### src/rtl/mips_regsel_pkg.sv
// Register-select encodings and constants shared by the read- and write-side
// register address selectors of the multicycle MIPS datapath.
package mips_regsel_pkg;

  localparam logic [2:0] SEL_RT = 3'd0;
  localparam logic [2:0] SEL_RD = 3'd1;
  localparam logic [2:0] SEL_RS = 3'd2;
  localparam logic [2:0] SEL_SP = 3'd3;
  localparam logic [2:0] SEL_RA = 3'd4;

  localparam logic [4:0] REG_SP   = 5'd29;
  localparam logic [4:0] REG_RA   = 5'd31;
  localparam logic [4:0] REG_ZERO = 5'd0;

  typedef enum logic [1:0] {
    ST_IDLE = 2'd0,
    ST_ADDR = 2'd1,
    ST_CAPT = 2'd2,
    ST_DONE = 2'd3
  } fetch_state_e;

endpackage

### src/rtl/reg_addr_sel.sv
// Combinational map from a 3-bit register select plus instruction fields to a
// bank address; reserved codes resolve to r0 and raise err.
module reg_addr_sel
  import mips_regsel_pkg::*;
(
  input  logic [2:0] sel,
  input  logic [4:0] rs,
  input  logic [4:0] rt,
  input  logic [4:0] rd,
  output logic [4:0] addr,
  output logic       err
);

  always_comb begin
    addr = REG_ZERO;
    err  = 1'b0;
    case (sel)
      SEL_RT:  addr = rt;
      SEL_RD:  addr = rd;
      SEL_RS:  addr = rs;
      SEL_SP:  addr = REG_SP;
      SEL_RA:  addr = REG_RA;
      default: err  = 1'b1;
    endcase
  end

endmodule

### src/rtl/reg_operand_fetch.sv
// Multicycle operand fetch: resolves two source registers, reads the bank,
// forwards in-flight writes and captures the results into A and B.
module reg_operand_fetch
  import mips_regsel_pkg::*;
(
  input  logic        clk,
  input  logic        reset,
  input  logic        start,
  input  logic [2:0]  SelA,
  input  logic [2:0]  SelB,
  input  logic [4:0]  rs,
  input  logic [4:0]  rt,
  input  logic [4:0]  rd,
  output logic [4:0]  ReadReg1,
  output logic [4:0]  ReadReg2,
  input  logic [31:0] ReadData1,
  input  logic [31:0] ReadData2,
  input  logic        RegWrite,
  input  logic [4:0]  WriteReg,
  input  logic [31:0] WriteData,
  output logic [31:0] A,
  output logic [31:0] B,
  output logic        busy,
  output logic        done,
  output logic        sel_err
);

  fetch_state_e state_reg, state_next;

  logic [4:0]  addr_a_sel, addr_b_sel;
  logic        err_a, err_b;
  logic [4:0]  addr_a_reg, addr_b_reg;
  logic [31:0] hold_a_reg, hold_b_reg;
  logic        pend_a_reg, pend_b_reg;
  logic [31:0] a_reg, b_reg, a_next, b_next;
  logic        sel_err_reg;
  logic        fwd_a, fwd_b;

  reg_addr_sel u_sel_a (.sel(SelA), .rs(rs), .rt(rt), .rd(rd), .addr(addr_a_sel), .err(err_a));
  reg_addr_sel u_sel_b (.sel(SelB), .rs(rs), .rt(rt), .rd(rd), .addr(addr_b_sel), .err(err_b));

  always_ff @(posedge clk) begin
    if (reset) state_reg <= ST_IDLE;
    else       state_reg <= state_next;
  end

  always_comb begin
    state_next = state_reg;
    busy       = 1'b1;
    done       = 1'b0;
    case (state_reg)
      ST_IDLE: begin
        busy = 1'b0;
        if (start) state_next = ST_ADDR;
      end
      ST_ADDR: state_next = ST_CAPT;
      ST_CAPT: state_next = ST_DONE;
      ST_DONE: begin
        done       = 1'b1;
        state_next = ST_IDLE;
      end
      default: state_next = ST_IDLE;
    endcase
  end

  // Writes to r0 are never forwarded; the bank discards them anyway.
  assign fwd_a = RegWrite && (WriteReg == addr_a_reg) && (addr_a_reg != REG_ZERO);
  assign fwd_b = RegWrite && (WriteReg == addr_b_reg) && (addr_b_reg != REG_ZERO);

  // Capture priority: same-cycle write, then write held from ADDR, then bank.
  always_comb begin
    if (addr_a_reg == REG_ZERO) a_next = 32'd0;
    else if (fwd_a)             a_next = WriteData;
    else if (pend_a_reg)        a_next = hold_a_reg;
    else                        a_next = ReadData1;

    if (addr_b_reg == REG_ZERO) b_next = 32'd0;
    else if (fwd_b)             b_next = WriteData;
    else if (pend_b_reg)        b_next = hold_b_reg;
    else                        b_next = ReadData2;
  end

  always_ff @(posedge clk) begin
    if (reset) begin
      addr_a_reg  <= REG_ZERO;
      addr_b_reg  <= REG_ZERO;
      hold_a_reg  <= 32'd0;
      hold_b_reg  <= 32'd0;
      pend_a_reg  <= 1'b0;
      pend_b_reg  <= 1'b0;
      a_reg       <= 32'd0;
      b_reg       <= 32'd0;
      sel_err_reg <= 1'b0;
    end else begin
      case (state_reg)
        ST_IDLE: begin
          if (start) begin
            addr_a_reg  <= addr_a_sel;
            addr_b_reg  <= addr_b_sel;
            sel_err_reg <= err_a | err_b;
          end
        end
        ST_ADDR: begin
          // The bank samples its read address at the same edge this write
          // commits, so the read data coming back in CAPT will be stale.
          if (fwd_a) begin
            hold_a_reg <= WriteData;
            pend_a_reg <= 1'b1;
          end
          if (fwd_b) begin
            hold_b_reg <= WriteData;
            pend_b_reg <= 1'b1;
          end
        end
        ST_CAPT: begin
          a_reg <= a_next;
          b_reg <= b_next;
        end
        ST_DONE: begin
          pend_a_reg <= 1'b0;
          pend_b_reg <= 1'b0;
        end
        default: ;
      endcase
    end
  end

  assign ReadReg1 = addr_a_reg;
  assign ReadReg2 = addr_b_reg;
  assign A        = a_reg;
  assign B        = b_reg;
  assign sel_err  = sel_err_reg;

endmodule
### config.mk
export PLATFORM = sky130hd
export DESIGN_NAME = reg_operand_fetch
export DESIGN_NICKNAME = d
export VERILOG_FILES = /design/src/rtl/mips_regsel_pkg.sv /design/src/rtl/reg_addr_sel.sv /design/src/rtl/reg_operand_fetch.sv
export SDC_FILE = /design/constraint.sdc
export NUM_CORES = 1
export LEC_CHECK = 0
export ABC_AREA = 1
export ABC_CLOCK_PERIOD_IN_PS = 1800
export BUFFER_PORTS_ARGS = -buffer_cell sky130_fd_sc_hd__buf_2
export CORE_AREA = 2 2 120 122
export DETAILED_ROUTE_END_ITERATION = 8
export DIE_AREA = 0 0 122 124
export PLACE_DENSITY = 0.75
export SKIP_CTS_REPAIR_TIMING = 1
export SLEW_MARGIN = 40
export SYNTH_ARGS = -nofsm -noshare
export SYNTH_HDL_FRONTEND = slang
export SYNTH_SLANG_ARGS = --single-unit
export TNS_END_PERCENT = 20
### constraint.sdc
create_clock -name clk -period 1.8 [get_ports clk]
set_input_delay 0.09 -clock clk [delete_from_list [all_inputs] [get_ports clk]]
set_output_delay 0.09 -clock clk [all_outputs]
set_load 0.05 [all_outputs]
==> results.py, run 1 <==
metrics = {
    "setup_path": {
        "critical_path.max_fanout": 32,
        "worstSetupStartpoint": "state_reg[0]$_SDFFE_PP0P_",
        "cp.arrival_ns": 1.93,
        "cp-end-kind": "flip-flop",
        "crit_path_start_kind": "flip-flop",
        "reg2reg_from": "state_reg[0]$_SDFFE_PP0P_",
        "cp.required_ns": 2.16,
        "worst-setup-path-type": "reg2reg",
    },
    "logic_synthesis": {
        "yosys-top-cells-area": "dfxtp_1 (41%), nand2_1 (18%), a21oi_1 (11%)",
        "synth-seq-area-share": 0.407,
        "yosysMostFrequentCell": "nand2_1",
        "ys_async_sr_fraction": 0,
        "synth_common_cells": "nand2_1 (332), a21oi_1 (151), dfxtp_1 (143), nand3_1 (143), mux2i_1 (64)",
        "synth.distinct_cells": 19,
        "post_synth.cell_area_avg_um2": 6.99,
        "synth_area_um2": 7030,
        "synth_edf_count": 0,
        "synthCells": 1006,
        "yosysWarnings": 0,
        "ys.flop_type": "dfxtp_1",
        "synth_seq_cells": 143,
        "synth.largest_area_cell": "dfxtp_1",
        "syn_nets": 1137,
        "yosys.area.top_type_share": 0.407,
    },
    "power_and_ir_drop": {
        "power.leakage_nw": 3.95,
        "internal-power_mw": 6.16,
        "p_sw_frac": 0.352,
        "p_clk_frac": 0.353,
        "pwr-share-seq": 0.370,
        "cellPowerDensity_nw_per_um2": 1030,
        "p_comb_frac": 0.277,
        "switching_power_mw": 3.34,
        "vdd_drop_max_uv": 871,
    },
    "clock_network": {
        "path_clk_slew_ns": 0.06,
        "cts-root-buf": "clkbuf_16",
        "clk_path_buf_depth": 2,
        "htreeDepth": 4,
        "cts_tree": "built",
        "clkLatencyLatePin_ns": 0.43,
        "cts_sinks": 143,
        "cts_made_buffers": 17,
    },
    "place": {
        "portBuffers": 202,
        "dpl-instance-area_um2": 8340,
        "dp_hpwl_mm": 15.2,
        "routabilityCongestion": 0.889,
    },
    "detailed_routing": {
        "finalWirelength_mm": 22.6,
        "num_vias": 7731,
        "drc": 0,
        "dr.pass1.iters": 7,
        "drt_iter0_markers": 661,
        "wl_per_cell_um": 15.9,
        "ant_nets": 0,
        "vias_per_cell": 5.44,
    },
    "finish": {
        "fillCellCount": 1239,
        "drive_above_1_share": 0.226,
        "fin_nets": 1361,
        "postLayoutCellArea_um2": 9210,
        "area_growth_pct": 31.1,
    },
    "floorplanning": {
        "initial_core_util": 0.512,
        "ios": 203,
        "core.rowCount": 43,
        "core_area_um2": 13700,
        "die_h_um": 124,
        "dieArea_um2": 15100,
        "die_w_um": 122,
    },
    "sta": {
        "slew_headroom": 0.609,
        "hold_viol": 1,
        "hold_ws_ns": -0.0104,
        "tightest_slew_ns": 0.583,
        "timing.final.crit_period_ns": 1.57,
        "slew_viol_final": 0,
        "setup_viol": 0,
        "skew_ns": 0.00863,
        "setup_tns_ns": 0,
        "finalCritPeriodShare": 0.874,
        "grt_setup_unrepaired": "no",
        "fmax_mhz": 635,
    },
    "run": {
        "maxCapViolations": 0,
    },
    "min_path": {
        "min-delay-start": "start",
        "hold_path.class": "in2reg",
    },
    "grt": {
        "grt_max_degree": 65,
        "grt_usage": 0.290,
        "grt_pass1_wl_mm": 34.2,
        "grt_overflow_total": 0,
        "grt_pass1_vias": 6979,
        "antenna_found_initial": 1,
    },
    "outcome": {
        "violations": "negative hold slack",
        "status": "finished, violations left",
    },
}
metrics by stage:
stage,util,instances,power (mW),setup WS [ns]
6_report,0.671,1422,9.51,0.226
5_1_grt,0.671,1422,9.89,0.0525
4_1_cts,0.648,1389,9.46,0.231
3_5_place_dp,0.608,1359,6.14,0.256
3_3_place_gp,0.608,1359,6.12,0.294
2_1_floorplan,-,1006,5.31,0.0284
cells by family (layout without fill, tap and decap cells):
family          after synthesis  in the layout  share of synthesized area
simple gates                496            496                      0.297
mux                          64             64                     0.0912
compound gates              163            163                      0.117
flops                       143            143                      0.407
other cells                   0              1                          0
fa+ha+maj                     5              5                    0.00890
buf+inv                     135            370                     0.0785
critical path: stages (launching register included):
cell and delay [ns]:
dfxtp_1 0.33, inv_1 0.12, ha_1 0.27, o21ai_0 0.14, inv_1 0.13, buf_12 0.21
nand3_1 0.15, a21oi_1 0.14
per-layer routing:
metal	track usage	wire, µm	up-vias
met2	0.495	10900	342
met3	0.0687	1780	38
li1	-	-	3753
met4	0.119	476	0
met5	0	0	-
met1	0.353	9400	3598
power groups by stage:
| stage | Clock (mW) | Combinational (mW) | Sequential (mW) |
|---|---|---|---|
| floorplan | 0 | 1.10 | 4.21 |
| global placement | 0 | 2.54 | 3.58 |
| detailed placement | 0 | 2.56 | 3.58 |
| CTS | 3.38 | 2.57 | 3.51 |
| global route | 3.53 | 2.83 | 3.54 |
| finish | 3.36 | 2.63 | 3.52 |
worst paths after layout:
path | endpoint | slack (ns) | depth (start not counted)
hold / removal | state_reg[1]$_SDFFE_PP0P_ | -0.01 | 3
hold reg to reg | A[0]$_SDFFE_PP0P_ | 0.46 | 2
setup / recovery | A[0]$_SDFFE_PP0P_ | 0.23 | 7
setup reg to reg | A[0]$_SDFFE_PP0P_ | 0.23 | 7
layout by cell type (no fill, tap or decap):
cell,n
nand2_1,332
buf_2,201
a21oi_1,151
nand3_1,143
dfxtp_1,141
mux2i_1,64
inv_1,62
buf_4,34
dlygate4sd3_1,32
clkbuf_16,17
nor2_1,11
o21ai_0,10
buf_12,6
inv_2,5
ha_1,5
nor2_4,4
nor3_1,4
clkbuf_8,4
clkbuf_1,4
nand3_2,2
clkinv_2,2
dfxtp_2,2
diode_2,1
a211oi_1,1
o221ai_1,1
clkinv_4,1
clkinvlp_4,1
bufinv_16,1
final cells by class:
class	count	area [µm²]	area share
multi-input cells	728	3610	0.392
flip-flops and latches	143	2870	0.311
repair buffers	273	1700	0.185
clock buffers	25	495	0.0538
inverters	67	251	0.0273
well taps	180	225	0.0244
clock inverters	5	56.3	0.00611
diodes	1	2.50	0.000272
(Power assumes the default switching activity.)
==> run 2, diff against run 1 <==
--- a/config.mk
+++ b/config.mk
@@ -5,15 +5,14 @@
 export SDC_FILE = /design/constraint.sdc
 export NUM_CORES = 1
 export LEC_CHECK = 0
-export ABC_AREA = 1
 export ABC_CLOCK_PERIOD_IN_PS = 1800
 export BUFFER_PORTS_ARGS = -buffer_cell sky130_fd_sc_hd__buf_2
-export CORE_AREA = 2 2 120 122
+export CORE_AREA = 2 2 122 124
 export DETAILED_ROUTE_END_ITERATION = 8
-export DIE_AREA = 0 0 122 124
+export DIE_AREA = 0 0 124 126
 export PLACE_DENSITY = 0.75
 export SKIP_CTS_REPAIR_TIMING = 1
-export SLEW_MARGIN = 40
+export SLEW_MARGIN = 20
 export SYNTH_ARGS = -nofsm -noshare
 export SYNTH_HDL_FRONTEND = slang
 export SYNTH_SLANG_ARGS = --single-unit
==> run 2 against run 1 <==
Net effect: the run still ends with negative hold slack left; core utilization decreased by 0.43 points; non-clock buffer count is 14 lower; die area is 3.3% higher; sequential share of layout area shrank 0.94 points; total power decreased by 0.60%; wire length decreased by 4.0%; hold slack worse by 0.0081 ns; register-to-register slack lost 0.14 ns; clock power hardly changed; sequential power about the same; cell area grew 3.7%.
==> results.py, run 2 <==
metrics = {
    "logic_synthesis": {
        "yosysMostFrequentCell": "nand2_1",
        "synth-seq-area-share": 0.385,
        "yosys.area.top_type_share": 0.385,
        "ys_async_sr_fraction": 0,
        "synthCells": 837,
        "ys.flop_type": "dfxtp_1",
        "post_synth.cell_area_avg_um2": 8.88,
        "yosys-top-cells-area": "dfxtp_1 (39%), mux2_2 (9.7%), mux2i_1 (8.6%)",
        "synth_edf_count": 0,
        "syn_nets": 968,
        "synth.largest_area_cell": "dfxtp_1",
        "synth_common_cells": "nand2_1 (145), dfxtp_1 (143), nand2b_1 (99)",
        "synth.distinct_cells": 40,
        "synth_seq_cells": 143,
        "synth_area_um2": 7430,
        "yosysWarnings": 0,
    },
    "sta": {
        "finalCritPeriodShare": 0.950,
        "skew_ns": 0.00586,
        "tightest_slew_ns": 0.491,
        "timing.final.crit_period_ns": 1.71,
        "hold_viol": 9,
        "grt_setup_unrepaired": "no",
        "fmax_mhz": 585,
        "slew_headroom": 0.672,
        "setup_tns_ns": 0,
        "slew_viol_final": 0,
        "setup_viol": 0,
        "hold_ws_ns": -0.0184,
    },
    "floorplanning": {
        "ios": 203,
        "die_w_um": 124,
        "core.rowCount": 44,
        "die_h_um": 126,
        "dieArea_um2": 15600,
        "core_area_um2": 14300,
        "initial_core_util": 0.519,
    },
    "clock_network": {
        "cts_made_buffers": 17,
        "clk_path_buf_depth": 2,
        "cts_sinks": 143,
        "htreeDepth": 4,
        "cts-root-buf": "clkbuf_16",
        "path_clk_slew_ns": 0.06,
        "cts_tree": "built",
        "clkLatencyLatePin_ns": 0.42,
    },
    "power_and_ir_drop": {
        "p_sw_frac": 0.341,
        "power.leakage_nw": 3.91,
        "internal-power_mw": 6.22,
        "pwr-share-seq": 0.374,
        "cellPowerDensity_nw_per_um2": 990,
        "p_comb_frac": 0.268,
        "p_clk_frac": 0.359,
        "switching_power_mw": 3.22,
        "vdd_drop_max_uv": 711,
    },
    "setup_path": {
        "rrSetupSlack_ns": 0.09,
        "cp.required_ns": 2.14,
        "reg2reg_to": "hold_a_reg[27]$_SDFFE_PP0P_",
        "crit_path_start_kind": "flip-flop",
        "cp-end-kind": "flip-flop",
        "reg2reg_depth": 5,
        "reg2reg_from": "ReadReg1[2]$_SDFFE_PP0P_",
        "worst-setup-path-type": "reg2reg",
        "critical_path.max_fanout": 11,
        "cp.arrival_ns": 2.05,
    },
    "finish": {
        "fin_nets": 1171,
        "final_common_cell": "buf_2",
        "postLayoutCellArea_um2": 9550,
        "drive_above_1_share": 0.334,
        "final_cell_mix": "buf_2 (202), nand2_1 (145), dfxtp_1 (131)",
        "finalNonFillerCells": 1238,
        "area_growth_pct": 28.5,
    },
    "grt": {
        "grt_overflow_total": 0,
        "grt_max_degree": 65,
        "grt_pass1_vias": 6459,
        "grt_pass1_wl_mm": 33.3,
        "grt_usage": 0.272,
        "antenna_found_initial": 2,
    },
    "place": {
        "dpl-instance-area_um2": 8710,
        "placedCellCount": 1180,
        "dp_hpwl_mm": 14.1,
        "portBuffers": 202,
        "routabilityCongestion": 0.831,
    },
    "detailed_routing": {
        "drc": 0,
        "drt_iter0_markers": 459,
        "finalWirelength_mm": 21.7,
        "vias_per_cell": 5.58,
        "wl_per_cell_um": 17.5,
        "dr.pass1.iters": 5,
        "num_vias": 6905,
        "ant_nets": 0,
    },
    "min_path": {
        "min_delay_path_depth": 3,
        "hold_path.class": "in2reg",
        "whs_endpoint": "A[22]$_SDFFE_PP0P_",
        "min-delay-start": "WriteData[22]",
    },
    "outcome": {
        "status": "finished, violations left",
        "violations": "negative hold slack",
    },
    "run": {
        "maxCapViolations": 0,
    },
}
run 2: worst max-delay path, cell delays in order, from the launching register on:
cell and delay, ns:
dfxtp_2 0.35, xor2_1 0.19, a211oi_4 0.39, and3_1 0.31, buf_12 0.18, mux2i_1 0.21
run 2: per-stage QoR:
stage	setup slack, ns	total power, mW	hold WS, ns	utilization
after floorplan	0.0191	5.23	0.265	-
after global placement	0.142	6.02	0.384	0.609
after detailed placement	0.116	6.05	0.393	0.609
after CTS	0.0995	9.40	-0.0485	0.648
after global routing	0.00885	9.82	0.000617	0.667
final	0.0900	9.45	-0.0184	0.667
run 2: worst max path at each step:
stage / start / endpoint / slack, ns / cells after the start
floorplan: ReadReg2[0]$_SDFFE_PP0P_ / hold_b_reg[10]$_SDFFE_PP0P_ / 0.02 / 6
global placement: ReadReg1[2]$_SDFFE_PP0P_ / hold_a_reg[25]$_SDFFE_PP0P_ / 0.14 / 5
detailed placement: ReadReg2[3]$_SDFFE_PP0P_ / hold_b_reg[17]$_SDFFE_PP0P_ / 0.12 / 4
CTS: ReadReg1[2]$_SDFFE_PP0P_ / hold_a_reg[27]$_SDFFE_PP0P_ / 0.1 / 5
global route: ReadReg1[1]$_SDFFE_PP0P_ / A[18]$_SDFFE_PP0P_ / 0.009 / 5
finish: ReadReg1[2]$_SDFFE_PP0P_ / hold_a_reg[27]$_SDFFE_PP0P_ / 0.09 / 5
run 2: layout make-up:
class / instances / area (µm²)
Tap cell: 184 / 230
Inverter: 5 / 18.8
Clock buffer: 21 / 480
Antenna cell: 1 / 2.50
Multi-Input combinational cell: 614 / 4210
Clock inverter: 11 / 88.8
Sequential cell: 143 / 2880
Fill cell: 1195 / 4760
Timing Repair Buffer: 259 / 1640
run 2: power by group through the flow:
stage / Clock (mW) / Sequential (mW) / Combinational (mW)
final: 3.39 / 3.53 / 2.53
after global routing: 3.57 / 3.56 / 2.70
after CTS: 3.41 / 3.53 / 2.46
after detailed placement: 0 / 3.60 / 2.45
after global placement: 0 / 3.59 / 2.43
after floorplan: 0 / 4.19 / 1.04
run 2: kinds of logic after synthesis:
kind of cell             synth area share
AO/OA/AOI/OAI                       0.104
buffers and inverters              0.0520
AND/OR/NAND/NOR                     0.255
adder cells (fa/ha/maj)           0.00842
flip-flops                          0.385
XOR/XNOR                           0.0118
multiplexers                        0.183
run 2: per-layer routing:
layer / global-route usage / vias to the layer above / wire length [µm]
met2: 0.435 / 291 / 10200
met5: 0 / - / 12
met4: 0.0925 / 2 / 454
met1: 0.354 / 3217 / 9260
met3: 0.0707 / 40 / 1770
li1: - / 3355 / -
